**src/rtl/debug_capture_sched.sv**
```systemverilog
// debug_capture_sched: arbitrates debug sources onto one registered ILA probe bus with arm/trigger/post-window sequencing
module debug_capture_sched #(
    parameter int NUM_SRC = 4,
    parameter int DATA_W = 64,
    parameter int CNT_W = 16,
    localparam int CW = $clog2(NUM_SRC)
) (
    input  logic                      v_clk0,
    input  logic                      v_rst0,
    input  logic                      v_arm,
    input  logic                      v_clear,
    input  logic [NUM_SRC-1:0]        v_src_valid,
    input  logic [NUM_SRC*DATA_W-1:0] v_src_data,
    input  logic                      cfg_rr_en,
    input  logic [CW-1:0]             cfg_chan,
    input  logic [CW-1:0]             cfg_trig_chan,
    input  logic [DATA_W-1:0]         cfg_trig_mask,
    input  logic [DATA_W-1:0]         cfg_trig_value,
    input  logic [CNT_W-1:0]          cfg_post_cnt,
    output logic [DATA_W-1:0]         probe_data,
    output logic [CW-1:0]             probe_chan,
    output logic                      probe_valid,
    output logic                      probe_trig,
    output logic [1:0]                state,
    output logic [CNT_W-1:0]          drop_cnt
);
    typedef enum logic [1:0] {IDLE, ARMED, CAPTURE, DONE} st_t;
    st_t st, st_n;
    logic rr_en_q;
    logic [CW-1:0] chan_q, trig_chan_q, rr_ptr, gnt, idx;
    logic [DATA_W-1:0] mask_q, value_q, trig_word;
    logic [CNT_W-1:0] post_q, cnt;
    logic active, accept, match, gnt_vld, fwd;
    logic [CW:0] nvld;
    logic [CNT_W:0] sum;

    assign state = st;

    always_comb begin
        active = (st == ARMED || st == CAPTURE) && !v_clear;
        accept = (st == IDLE || st == DONE) && v_arm && !v_clear;
        trig_word = v_src_data[trig_chan_q*DATA_W +: DATA_W];
        match = active && st == ARMED && v_src_valid[trig_chan_q] &&
                ((trig_word ^ value_q) & mask_q) == '0;
        gnt = chan_q;
        gnt_vld = v_src_valid[chan_q];
        idx = '0;
        if (rr_en_q) begin
            gnt = rr_ptr;
            gnt_vld = 1'b0;
            // descending scan so the closest source above rr_ptr wins
            for (int k = NUM_SRC - 1; k >= 0; k--) begin
                idx = rr_ptr + CW'(k);
                if (v_src_valid[idx]) begin
                    gnt = idx;
                    gnt_vld = 1'b1;
                end
            end
        end
        if (match) begin
            gnt = trig_chan_q;
            gnt_vld = 1'b1;
        end
        fwd = active && gnt_vld;
        nvld = '0;
        for (int k = 0; k < NUM_SRC; k++) nvld = nvld + (CW+1)'(v_src_valid[k]);
        sum = {1'b0, drop_cnt} + (CNT_W+1)'(nvld - (CW+1)'(gnt_vld));
    end

    always_comb begin
        st_n = st;
        if (v_clear) st_n = IDLE;
        else if (accept) st_n = ARMED;
        else if (match) st_n = post_q == '0 ? DONE : CAPTURE;
        else if (st == CAPTURE && gnt_vld && cnt == CNT_W'(1)) st_n = DONE;
    end

    always_ff @(posedge v_clk0) begin
        if (v_rst0) st <= IDLE;
        else st <= st_n;
    end

    always_ff @(posedge v_clk0) begin
        if (v_rst0) begin
            probe_data <= '0;
            probe_chan <= '0;
            probe_valid <= 1'b0;
            probe_trig <= 1'b0;
            drop_cnt <= '0;
            rr_ptr <= '0;
            cnt <= '0;
            rr_en_q <= 1'b0;
            chan_q <= '0;
            trig_chan_q <= '0;
            mask_q <= '0;
            value_q <= '0;
            post_q <= '0;
        end else begin
            probe_valid <= fwd;
            probe_trig <= match;
            if (fwd) begin
                probe_data <= v_src_data[gnt*DATA_W +: DATA_W];
                probe_chan <= gnt;
                rr_ptr <= gnt + 1'b1;
            end
            if (accept) begin
                rr_en_q <= cfg_rr_en;
                chan_q <= cfg_chan;
                trig_chan_q <= cfg_trig_chan;
                mask_q <= cfg_trig_mask;
                value_q <= cfg_trig_value;
                post_q <= cfg_post_cnt;
                drop_cnt <= '0;
                rr_ptr <= '0;
            end else if (active) begin
                drop_cnt <= sum[CNT_W] ? '1 : sum[CNT_W-1:0];
            end
            if (match) cnt <= post_q;
            else if (fwd && st == CAPTURE) cnt <= cnt - 1'b1;
        end
    end
endmodule

```
**config.mk**
```make
export PLATFORM = sky130hd
export DESIGN_NAME = debug_capture_sched
export DESIGN_NICKNAME = d
export VERILOG_FILES = /design/src/rtl/debug_capture_sched.sv
export SDC_FILE = /design/constraint.sdc
export NUM_CORES = 1
export LEC_CHECK = 0
export CAP_MARGIN = 10
export CORE_MARGIN = 10
export CORE_UTILIZATION = 35
export CTS_CLUSTER_SIZE = 40
export DETAILED_ROUTE_END_ITERATION = 16
export PLACE_DENSITY_LB_ADDON = 0.15
export SLEW_MARGIN = 10
export SYNTH_ARGS = -nofsm -noshare
export SYNTH_HDL_FRONTEND = slang
export SYNTH_SLANG_ARGS = --single-unit
```
**constraint.sdc**
```tcl
create_clock -name v_clk0 -period 10.21 [get_ports v_clk0]
set_input_delay 2.042 -clock v_clk0 [delete_from_list [all_inputs] [get_ports v_clk0]]
set_output_delay 2.042 -clock v_clk0 [all_outputs]
set_load 0.1 [all_outputs]
```
==> results of run 1 <==
## cells by family (layout without fill, tap and decap cells)
group                    count (synthesis)  count (layout)  synth area share, %
AND/OR/NAND/NOR                        569             569                16.53
AO/OA/AOI/OAI                          376             376                16.21
multiplexers                           305             305                21.82
flip-flops                             253             253                33.89
buffers and inverters                  136             601                4.404
XOR/XNOR                                81              81                4.747
adder cells (fa/ha/maj)                 27              27                2.411
other                                    0              13                    0
## area by class of cell
type,instances,area [um2],share of cell area (%)
Multi-Input combinational cell,1358,9265,43.22
Clock buffer,50,1021,4.763
Tap cell,539,674.4,3.146
Inverter,22,82.58,0.3852
Sequential cell,253,5070,23.65
Timing Repair Buffer,522,5166,24.10
Clock inverter,7,123.9,0.5779
Antenna cell,13,32.53,0.1518
## critical path, cell delays in order
cell	delay [ns]
sky130_fd_sc_hd__clkdlybuf4s50_1	0.42
sky130_fd_sc_hd__mux2i_1	0.27
sky130_fd_sc_hd__mux2i_1	0.17
sky130_fd_sc_hd__a2111oi_0	0.85
sky130_fd_sc_hd__nand3_1	0.28
sky130_fd_sc_hd__a2111oi_2	0.43
sky130_fd_sc_hd__nand4_1	0.25
sky130_fd_sc_hd__nand2_1	0.14
sky130_fd_sc_hd__ha_1	0.24
sky130_fd_sc_hd__inv_1	0.07
sky130_fd_sc_hd__fa_1	0.41
sky130_fd_sc_hd__ha_1	0.22
sky130_fd_sc_hd__fa_1	0.38
sky130_fd_sc_hd__xor2_1	0.17
sky130_fd_sc_hd__ha_1	0.32
sky130_fd_sc_hd__nor2b_1	0.14
sky130_fd_sc_hd__o21ai_0	0.21
sky130_fd_sc_hd__a21boi_0	0.16
sky130_fd_sc_hd__o41ai_1	0.50
sky130_fd_sc_hd__o2111ai_1	0.23
sky130_fd_sc_hd__a41oi_1	0.32
sky130_fd_sc_hd__o21ai_0	0.15
sky130_fd_sc_hd__xnor2_1	0.14
sky130_fd_sc_hd__buf_4	0.23
sky130_fd_sc_hd__nand2_1	0.10
sky130_fd_sc_hd__o221a_2	0.25
## power by group through the flow
| stage | logic, W | registers, W | clock network, W |
|---|---|---|---|
| after floorplan | 0.000276 | 0.00110 | 0 |
| after global placement | 0.000581 | 0.00107 | 0 |
| after detailed placement | 0.000586 | 0.00108 | 0 |
| after CTS | 0.000590 | 0.00105 | 0.00127 |
| after global routing | 0.000630 | 0.00106 | 0.00131 |
| final | 0.000591 | 0.00105 | 0.00125 |
## registers in the layout (all words and copies together) (netlist names)
signal	flops
rr_en_q	1
mask_q	64
probe_chan	2
chan_q	2
trig_chan_q	2
value_q	64
rr_ptr	2
probe_trig	1
probe_data	64
post_q	16
cnt	16
state	2
probe_valid	1
drop_cnt	16
## synth_stat cells (3+ instances only)
master / number / area (um2)
sky130_fd_sc_hd__a2111oi_0: 13 / 113.9
sky130_fd_sc_hd__a211oi_1: 12 / 90.09
sky130_fd_sc_hd__a21bo_2: 3 / 30.03
sky130_fd_sc_hd__a21o_1: 4 / 30.03
sky130_fd_sc_hd__a21oi_1: 165 / 825.8
sky130_fd_sc_hd__a221oi_1: 3 / 26.28
sky130_fd_sc_hd__a22oi_1: 9 / 67.56
sky130_fd_sc_hd__a2bb2oi_1: 23 / 201.4
sky130_fd_sc_hd__a311oi_1: 5 / 43.79
sky130_fd_sc_hd__a31oi_1: 16 / 100.1
sky130_fd_sc_hd__a41oi_1: 3 / 26.28
sky130_fd_sc_hd__and2_1: 7 / 43.79
sky130_fd_sc_hd__and3_1: 4 / 25.02
sky130_fd_sc_hd__buf_2: 16 / 80.08
sky130_fd_sc_hd__buf_4: 4 / 30.03
sky130_fd_sc_hd__buf_6: 15 / 168.9
sky130_fd_sc_hd__clkbuf_1: 77 / 289.0
sky130_fd_sc_hd__dfxtp_1: 253 / 5065
sky130_fd_sc_hd__fa_1: 3 / 60.06
sky130_fd_sc_hd__ha_1: 24 / 300.3
sky130_fd_sc_hd__inv_1: 20 / 75.07
sky130_fd_sc_hd__mux2_2: 3 / 33.78
sky130_fd_sc_hd__mux2i_1: 285 / 2853
sky130_fd_sc_hd__mux4_2: 16 / 360.4
sky130_fd_sc_hd__nand2_1: 401 / 1505
sky130_fd_sc_hd__nand2b_1: 33 / 206.5
sky130_fd_sc_hd__nand3_1: 11 / 55.05
sky130_fd_sc_hd__nand3b_1: 9 / 67.56
sky130_fd_sc_hd__nand4_1: 14 / 87.58
sky130_fd_sc_hd__nor2_1: 41 / 153.9
sky130_fd_sc_hd__nor2b_1: 5 / 31.28
sky130_fd_sc_hd__nor3_1: 13 / 65.06
sky130_fd_sc_hd__nor4_1: 13 / 81.33
sky130_fd_sc_hd__o21ai_0: 29 / 145.1
sky130_fd_sc_hd__o21ai_1: 24 / 120.1
sky130_fd_sc_hd__o221ai_1: 43 / 376.6
sky130_fd_sc_hd__or3_1: 5 / 31.28
sky130_fd_sc_hd__xnor2_1: 48 / 420.4
sky130_fd_sc_hd__xor2_1: 33 / 289.0
## metrics by stage
step / hold WS, ns / area [um2] / utilization (%) / setup WS (ns) / std cells
floorplan: 0.4317 / 14950 / - / 1.624 / 1747
global placement: 0.4408 / 20260 / 48.19 / 0.9964 / 2694
detailed placement: 0.4493 / 20260 / 48.19 / 0.9654 / 2694
CTS: 0.4574 / 21400 / 50.91 / 1.531 / 2751
global route: 0.4778 / 21430 / 50.97 / 0.9889 / 2761
finish: 0.4522 / 21440 / 50.99 / 1.523 / 2764
## metal layers
| metal | vias to the layer above | global-route usage (%) | routed length (um) |
|---|---|---|---|
| li1 | 7187 | - | - |
| met1 | 7312 | 32.38 | 29670 |
| met2 | 566 | 44.57 | 34210 |
| met3 | 128 | 7.855 | 5930 |
| met4 | 30 | 7.942 | 1810 |
| met5 | - | 0 | 195 |
## how the worst min path moves through the flow
stage | startpoint | depth (start not counted) | slack, ns | end
2_1_floorplan | mask_q[36] | 2 | 0.43 | mask_q[36]
3_3_place_gp | mask_q[5] | 2 | 0.44 | mask_q[5]
3_5_place_dp | mask_q[5] | 2 | 0.45 | mask_q[5]
4_1_cts | mask_q[5] | 2 | 0.46 | mask_q[5]
5_1_grt | mask_q[5] | 2 | 0.48 | mask_q[5]
6_report | mask_q[5] | 2 | 0.45 | mask_q[5]
==> results.yml, run 1 <==
run_status:
  outcome: "finished, final reports clean"
critical_path:
  worstPathMaxFanout: 15
  critical_path.startpoint_type: "input pin"
  worstSetupEndpointType: "flip-flop"
  arrival_ns: 9.11
  critical_path.startpoint: "v_src_data[111]"
  worstPathRequired_ns: 10.64
  reg2reg_to: "drop_cnt[0]"
  reg2reg_depth: 26
  crit-reg2reg-launch: "trig_chan_q[0]"
  ws_path_type: "input pin to flip-flop"
  critical_path.endpoint: "drop_cnt[0]"
  reg2reg_slack_ns: 2.36
global_route:
  track_usage_pct: 26.65
  grt.overflow.total: 0
  grt_start_max_net_pins: 95
  first_global_vias: 14951
  grt_antenna_before_repair: 27
  grt_pass1_wl_um: 101400
logic_synthesis:
  synth.yosys.seq_area_share_pct: 33.89
  synth_fp_nets: 2187
  synth_enable_flop_cells: 0
  yosys_reg_bits: 253
  post_synth_num_cell_types: 70
  syn_avg_cell_area_um2: 8.555
  yosys_warnings: 0
  fraction_of_registers_with_async_set_reset_pct: 0
  postSynth.topFlopCell: "sky130_fd_sc_hd__dfxtp_1"
  total_standard_cell_area_after_synthesis_um2: 14950
  netlist_instances: 1747
clocking:
  worst_skew_pair.late_latency_ns: 0.54
  root_buffer: "sky130_fd_sc_hd__clkbuf_16"
  clock_sinks: 253
  post-cts-setup-buffers: 0
  post_cts_resized: 0
  ctsLongestPathBuffers: 3
  cts_tree: "built"
  holdBufCountCts: 0
  number_of_buffers_added_by_the_clock_tree_synthesis_step: 34
  path_clk_slew_ns: 0.06
  ctsHtreeMaxLevel: 2
sta:
  portion_of_the_clock_cycle_consumed_by_the_worst_path_in_the_final_layout_pct: 85.08
  tightest_slew_ns: 1.209
  relative_max_transition_margin_pct: 19.41
  setup_total_negative_slack_ns: 0
  hold_violations: 0
  post_route_skew_ns: 0.01542
  report.final.slew_viol_count: 0
  fmaxAchievable_ghz: 0.1151
  final.min_clock_period_ns: 8.687
  unrepaired_setup_endpoints_after_global_routing: "no"
  final-setup-viol-count: 0
pwr:
  ir_worst_vdd_mv: 0.08260
  p_int_w: 0.002078
  power.clock.fraction_pct: 43.1
  pwr-share-seq_pct: 36.5
  p_leak_nw: 8.391
  switching_share_pct: 28.16
  power.switching_w: 0.0008148
  comb_power_share_pct: 20.4
  post-layout-total-power_w: 0.002893
  power_per_cell_area_nw_per_um2: 135.0
drt:
  detailedRoute.firstPassIterationCount: 5
  routed_via_density: 5.508
  drc: 0
  wl_per_cell_um: 25.98
  dr_total_vias: 15223
  detailedRoute.firstIterationViolations: 1191
  route.antenna.remaining_nets: 0
  wirelength_um: 71820
final_layout:
  layout-area-overhead-vs-synth_pct: 43.42
  final_net_count: 2631
  layout-drive-gt1-share_pct: 5.335
  layout_commonest_cell: "sky130_fd_sc_hd__clkdlybuf4s50_1"
  fillCellCount: 3975
  layout_common_cells: "sky130_fd_sc_hd__clkdlybuf4s50_1 (497), sky130_fd_sc_hd__nand2_1 (401), sky130_fd_sc_hd__mux2i_1 (285), sky130_fd_sc_hd__dfxtp_1 (251), sky130_fd_sc_hd__a21oi_1 (164)"
min_path:
  path_type_of_the_worst_min_delay_path: "flip-flop to flip-flop"
die:
  die_area_um2: 51370
  io_pins: 499
  starting_density_of_the_core_pct: 35.55
  floorplan.die.height_um: 226.6
  core_area_um2: 42040
  num_rows: 75
  die_w_um: 226.6
flow_run:
  timing.max_cap.violations: 0
placement:
  finalWeightedCongestion: 0.9830
  port_buffer_count: 498
  hpwl_um: 56000
Power figures use the tool's default switching activity.
==> inputs of run 2 (changes only) <==
- DONT_BUFFER_PORTS: unset -> 1
==> run 2 against run 1 <==
Sequential power rose by 4%. Global-route usage fell by 2.2 points. Flip-flop and latch count did not move. Largest power group unchanged.
==> results.yml, run 2 (same netlist as run 1, synthesis figures left out) <==
sta:
  post_route_skew_ns: 0.01859
  relative_max_transition_margin_pct: 19.59
  unrepaired_setup_endpoints_after_global_routing: "no"
  hold_violations: 0
  worst_hold_slack_ns: 0.4482
  report.final.slew_viol_count: 0
  final.min_clock_period_ns: 8.496
  final-setup-viol-count: 0
  setup_total_negative_slack_ns: 0
  fmaxAchievable_ghz: 0.1177
  portion_of_the_clock_cycle_consumed_by_the_worst_path_in_the_final_layout_pct: 83.21
  tightest_slew_ns: 1.203
critical_path:
  worstSetupEndpointType: "flip-flop"
  critPathTopFamily: "compound AO/OA/AOI/OAI gates"
  worstPathMaxFanout: 32
  crit-reg2reg-launch: "trig_chan_q[0]"
  critical_path.startpoint_type: "input pin"
  reg2reg_slack_ns: 1.99
  reg2reg_to: "drop_cnt[0]"
  worstPathRequired_ns: 10.67
  cp.depth: 25
  arrival_ns: 8.96
  critical_path.endpoint: "drop_cnt[0]"
  ws_path_type: "input pin to flip-flop"
  critical_path.startpoint: "v_src_data[111]"
  crit_slowest_cell: "sky130_fd_sc_hd__a2111oi_0"
  reg2reg_depth: 26
  cp_slowest_stage_delay_ns: 0.79
  worst_path_most_repeated_cell: "sky130_fd_sc_hd__ha_1"
  path_buf_inv: 2
clocking:
  ctsLongestPathBuffers: 3
  post-cts-setup-buffers: 0
  cts_tree: "built"
  number_of_buffers_added_by_the_clock_tree_synthesis_step: 31
  post_cts_resized: 0
  clock_sinks: 253
  ctsHtreeMaxLevel: 1
  root_buffer: "sky130_fd_sc_hd__clkbuf_16"
  holdBufCountCts: 0
  worst_skew_pair.late_latency_ns: 0.59
  path_clk_slew_ns: 0.06
placement:
  port_buffer_count: 0
  finalWeightedCongestion: 0.9580
  hpwl_um: 52560
flow_run:
  timing.max_cap.violations: 0
run_status:
  outcome: "finished, final reports clean"
die:
  core_area_um2: 42040
  die_area_um2: 51370
  num_rows: 75
  io_pins: 499
  floorplan.die.height_um: 226.6
  die_w_um: 226.6
  starting_density_of_the_core_pct: 35.55
drt:
  routed_via_density: 5.793
  wl_per_cell_um: 29.52
  detailedRoute.firstIterationViolations: 1039
  route.antenna.remaining_nets: 0
  wirelength_um: 66770
  dr_total_vias: 13104
  drc: 0
  detailedRoute.firstPassIterationCount: 5
pwr:
  p_leak_nw: 6.420
  ir_worst_vdd_mv: 0.1128
  power_per_cell_area_nw_per_um2: 159.4
min_path:
  path_type_of_the_worst_min_delay_path: "flip-flop to flip-flop"
global_route:
  grt_start_max_net_pins: 173
  grt.overflow.total: 0
  grt_pass1_wl_um: 91870
  grt_antenna_before_repair: 27
  first_global_vias: 12506
  track_usage_pct: 24.41
final_layout:
  biggestRegsByFlops: "mask_q (64), probe_data (64), value_q (64)"
  layout-area-overhead-vs-synth_pct: 9.301
  layout_commonest_cell: "sky130_fd_sc_hd__nand2_1"
  finish.utilization_pct: 38.86
  multiInputGateArea_um2: 9265
  layout_common_cells: "sky130_fd_sc_hd__nand2_1 (401), sky130_fd_sc_hd__mux2i_1 (285), sky130_fd_sc_hd__dfxtp_1 (251), sky130_fd_sc_hd__a21oi_1 (164), sky130_fd_sc_hd__xnor2_1 (48)"
  final_net_count: 2124
  layout-drive-gt1-share_pct: 6.733
  seq_area_um2: 5070
  fillCellCount: 4322
[run 2: changes by cell type in the layout (fill, tap and decap cells not counted)]
cell	before	now
sky130_fd_sc_hd__clkdlybuf4s50_1	497	0
sky130_fd_sc_hd__clkinv_8	1	0
sky130_fd_sc_hd__bufinv_16	3	4
sky130_fd_sc_hd__buf_6	1	0
sky130_fd_sc_hd__buf_12	0	1
sky130_fd_sc_hd__clkbuf_16	34	31
sky130_fd_sc_hd__clkbuf_8	11	5
sky130_fd_sc_hd__buf_4	24	17
sky130_fd_sc_hd__clkbuf_1	5	1
sky130_fd_sc_hd__clkinv_2	2	12
sky130_fd_sc_hd__clkinvlp_4	1	4
sky130_fd_sc_hd__diode_2	13	15
[run 2: cell type report]
class                   count  area share, %
diodes                     15         0.2298
clock buffers              37          5.193
clock inverters            20          1.287
inverters                  22         0.5055
multi-input cells        1358          56.72
flip-flops and latches    253          31.04
well taps                 539          4.128
repair buffers             18         0.9038
[run 2: metal layers]
metal / GRT usage (%) / wire length (um) / part of all wire (%)
met1: 29.00 / 26270 / 39
met2: 39.94 / 31640 / 47
met3: 9.664 / 7167 / 11
met4: 6.925 / 1536 / 2.3
met5: 0 / 157 / 0.24
[run 2: where the power goes]
part           total [W]  internal (W)  leakage [nW]  switching [W]
registers        0.00109       0.00102          2.06      0.0000726
logic           0.000348      0.000146          3.84       0.000202
clock network    0.00116      0.000689         0.523       0.000474
total            0.00260       0.00186          6.42       0.000748
[run 2: tightest hold or removal path: cells and delay by family, from the launching register on]
family | cells | cell delay [ns]
AO/OA/AOI/OAI | 1 | 0.05
flip-flops | 1 | 0.30
AND/OR/NAND/NOR | 1 | 0.05
[run 2: metrics by stage]
stage	power, W	cells	instance area (um2)	worst slack (ns)
after floorplan	0.001372	1747	14950	1.624
after global placement	0.001459	2190	15240	1.260
after detailed placement	0.001464	2190	15240	1.122
after CTS	0.002629	2247	16300	1.741
after global routing	0.002703	2253	16310	1.026
final	0.002604	2262	16340	1.714
[run 2: how the worst min path moves through the flow]
stage,from,to,slack [ns],depth (start not counted)
final,mask_q[42],mask_q[42],0.45,2
after floorplan,mask_q[36],mask_q[36],0.43,2
after global placement,mask_q[42],mask_q[42],0.44,2
after detailed placement,mask_q[42],mask_q[42],0.44,2
after CTS,mask_q[42],mask_q[42],0.45,2
after global routing,mask_q[42],mask_q[42],0.47,2
==> inputs of run 3 (changes only) <==
- clock period: 10.21 -> 8.7 ns (I/O delays scaled with it)
==> run 3 against run 2 <==
Register-to-register slack lost 1.3 ns. Cell area is 1.3% higher. Clock skew barely moved. Worst hold slack better by 0.0030 ns. Setup slack got worse by 1.0 ns. Sequential share of layout area shrank 0.40 points. Total power grew 23%. Largest power group unchanged. Highest routed layer unchanged.
==> results.yml, run 3 (same netlist as run 1, synthesis figures left out) <==
placement:
  placed_cell_area_um2: 15340
  hpwl_um: 53050
  finalWeightedCongestion: 0.9234
  place.detailed.instances: 2203
  port_buffer_count: 0
clocking:
  worst_skew_pair.late_latency_ns: 0.55
  ctsLongestPathBuffers: 3
  ctsHtreeMaxLevel: 2
  post-cts-setup-buffers: 0
  cts_tree: "built"
  clock_sinks: 253
  number_of_buffers_added_by_the_clock_tree_synthesis_step: 34
  post_cts_resized: 0
  root_buffer: "sky130_fd_sc_hd__clkbuf_16"
  holdBufCountCts: 0
  path_clk_slew_ns: 0.06
critical_path:
  worstPathMaxFanout: 55
  worstSetupEndpointType: "flip-flop"
  arrival_ns: 8.42
  cp_slowest_stage_delay_ns: 1.01
  ws_path_type: "flip-flop to flip-flop"
  critical_path.startpoint_type: "flip-flop"
  worstPathRequired_ns: 9.11
  reg2reg_slack_ns: 0.69
  crit_slowest_cell: "sky130_fd_sc_hd__dfxtp_4"
pwr:
  ir_worst_vdd_mv: 0.1237
  p_int_w: 0.002288
  comb_power_share_pct: 13.0
  power.clock.fraction_pct: 46.7
  post-layout-total-power_w: 0.003191
  pwr-share-seq_pct: 40.3
  p_leak_nw: 6.545
  power.switching_w: 0.0009029
  power_per_cell_area_nw_per_um2: 192.8
  switching_share_pct: 28.30
run_status:
  outcome: "finished, final reports clean"
global_route:
  grt_antenna_before_repair: 29
  grt_start_max_net_pins: 173
  track_usage_pct: 24.81
  grt_pass1_wl_um: 92400
  grt.overflow.total: 0
  first_global_vias: 12685
sta:
  tightest_slew_ns: 1.174
  report.final.slew_viol_count: 0
  portion_of_the_clock_cycle_consumed_by_the_worst_path_in_the_final_layout_pct: 92.04
  final.min_clock_period_ns: 8.008
  setup_total_negative_slack_ns: 0
  fmaxAchievable_ghz: 0.1249
  final-setup-viol-count: 0
  hold_violations: 0
  unrepaired_setup_endpoints_after_global_routing: "no"
  relative_max_transition_margin_pct: 21.72
  post_route_skew_ns: 0.01882
die:
  num_rows: 75
  die_w_um: 226.6
  core_area_um2: 42040
  io_pins: 499
  floorplan.die.height_um: 226.6
  die_area_um2: 51370
  starting_density_of_the_core_pct: 35.55
drt:
  wirelength_um: 67620
  detailedRoute.firstIterationViolations: 996
  wl_per_cell_um: 29.72
  drc: 0
  dr_total_vias: 13242
  detailedRoute.firstPassIterationCount: 5
  routed_via_density: 5.821
  route.antenna.remaining_nets: 0
final_layout:
  layout-drive-gt1-share_pct: 7.425
  biggestRegsByFlops: "mask_q (64), probe_data (64), value_q (64)"
  finish.utilization_pct: 39.36
  final_cell_count_no_fill: 2275
  layout-area-overhead-vs-synth_pct: 10.72
  layout_common_cells: "sky130_fd_sc_hd__nand2_1 (401), sky130_fd_sc_hd__mux2i_1 (285), sky130_fd_sc_hd__dfxtp_1 (251), sky130_fd_sc_hd__a21oi_1 (164), sky130_fd_sc_hd__xnor2_1 (48)"
  final_net_count: 2140
  final_design_area_no_fill_um2: 16550
  layout_commonest_cell: "sky130_fd_sc_hd__nand2_1"
min_path:
  path_type_of_the_worst_min_delay_path: "flip-flop to flip-flop"
flow_run:
  timing.max_cap.violations: 0
[run 3: changes by cell type in the layout (fill, tap and decap cells not counted), sizes merged]
cell	change
clkinvlp	-3
clkbuf	+14
buf	+13
diode	-3
clkinv	-6
bufinv	-2
[run 3: final timing paths]
check,to,startpoint,cells past startpoint
min reg2reg,mask_q[42],mask_q[42],2
max reg2reg,drop_cnt[11],trig_chan_q[0],26
max,drop_cnt[11],trig_chan_q[0],26
min,mask_q[42],mask_q[42],2
[run 3: through the flow]
step	hold WS, ns	setup WS, ns
after global routing	0.4701	0.1387
after global placement	0.4399	0.7011
after CTS	0.4535	0.7509
after floorplan	0.4317	0.4159
after detailed placement	0.4463	0.6770
final	0.4513	0.6921
[run 3: cell type report]
type / count / area, um2
flip-flops and latches: 253 / 5070
multi-input cells: 1358 / 9265
fillers: 4351 / 25490
well taps: 539 / 674.4
clock inverters: 9 / 101.3
diodes: 12 / 30.03
inverters: 22 / 82.58
clock buffers: 51 / 1079
repair buffers: 31 / 245.2
[run 3: power by group through the flow]
| stage | Combinational [W] | Clock, W | Sequential, W |
|---|---|---|---|
| floorplan | 0.000324 | 0 | 0.00129 |
| global placement | 0.000413 | 0 | 0.00131 |
| detailed placement | 0.000417 | 0 | 0.00131 |
| CTS | 0.000417 | 0.00152 | 0.00128 |
| global route | 0.000451 | 0.00157 | 0.00129 |
| finish | 0.000416 | 0.00149 | 0.00128 |
[run 3: layer usage]
metal,track usage [%],share of wire [%],up-vias
li1,-,-,6186
met1,28.03,38,6382
met2,40.28,47,528
met3,11.58,12,114
met4,8.829,2.8,32
met5,0,0.28,-
[run 3: critical path: cells and delay by family (launching register included)]
family                   cells  cell delay [ns]
AND/OR/NAND/NOR              4             0.78
XOR/XNOR                     3             0.57
AO/OA/AOI/OAI                9             2.50
flip-flops                   1             1.01
buffers and inverters        4             0.93
multiplexers                 1             0.33
adder cells (fa/ha/maj)      5             1.56
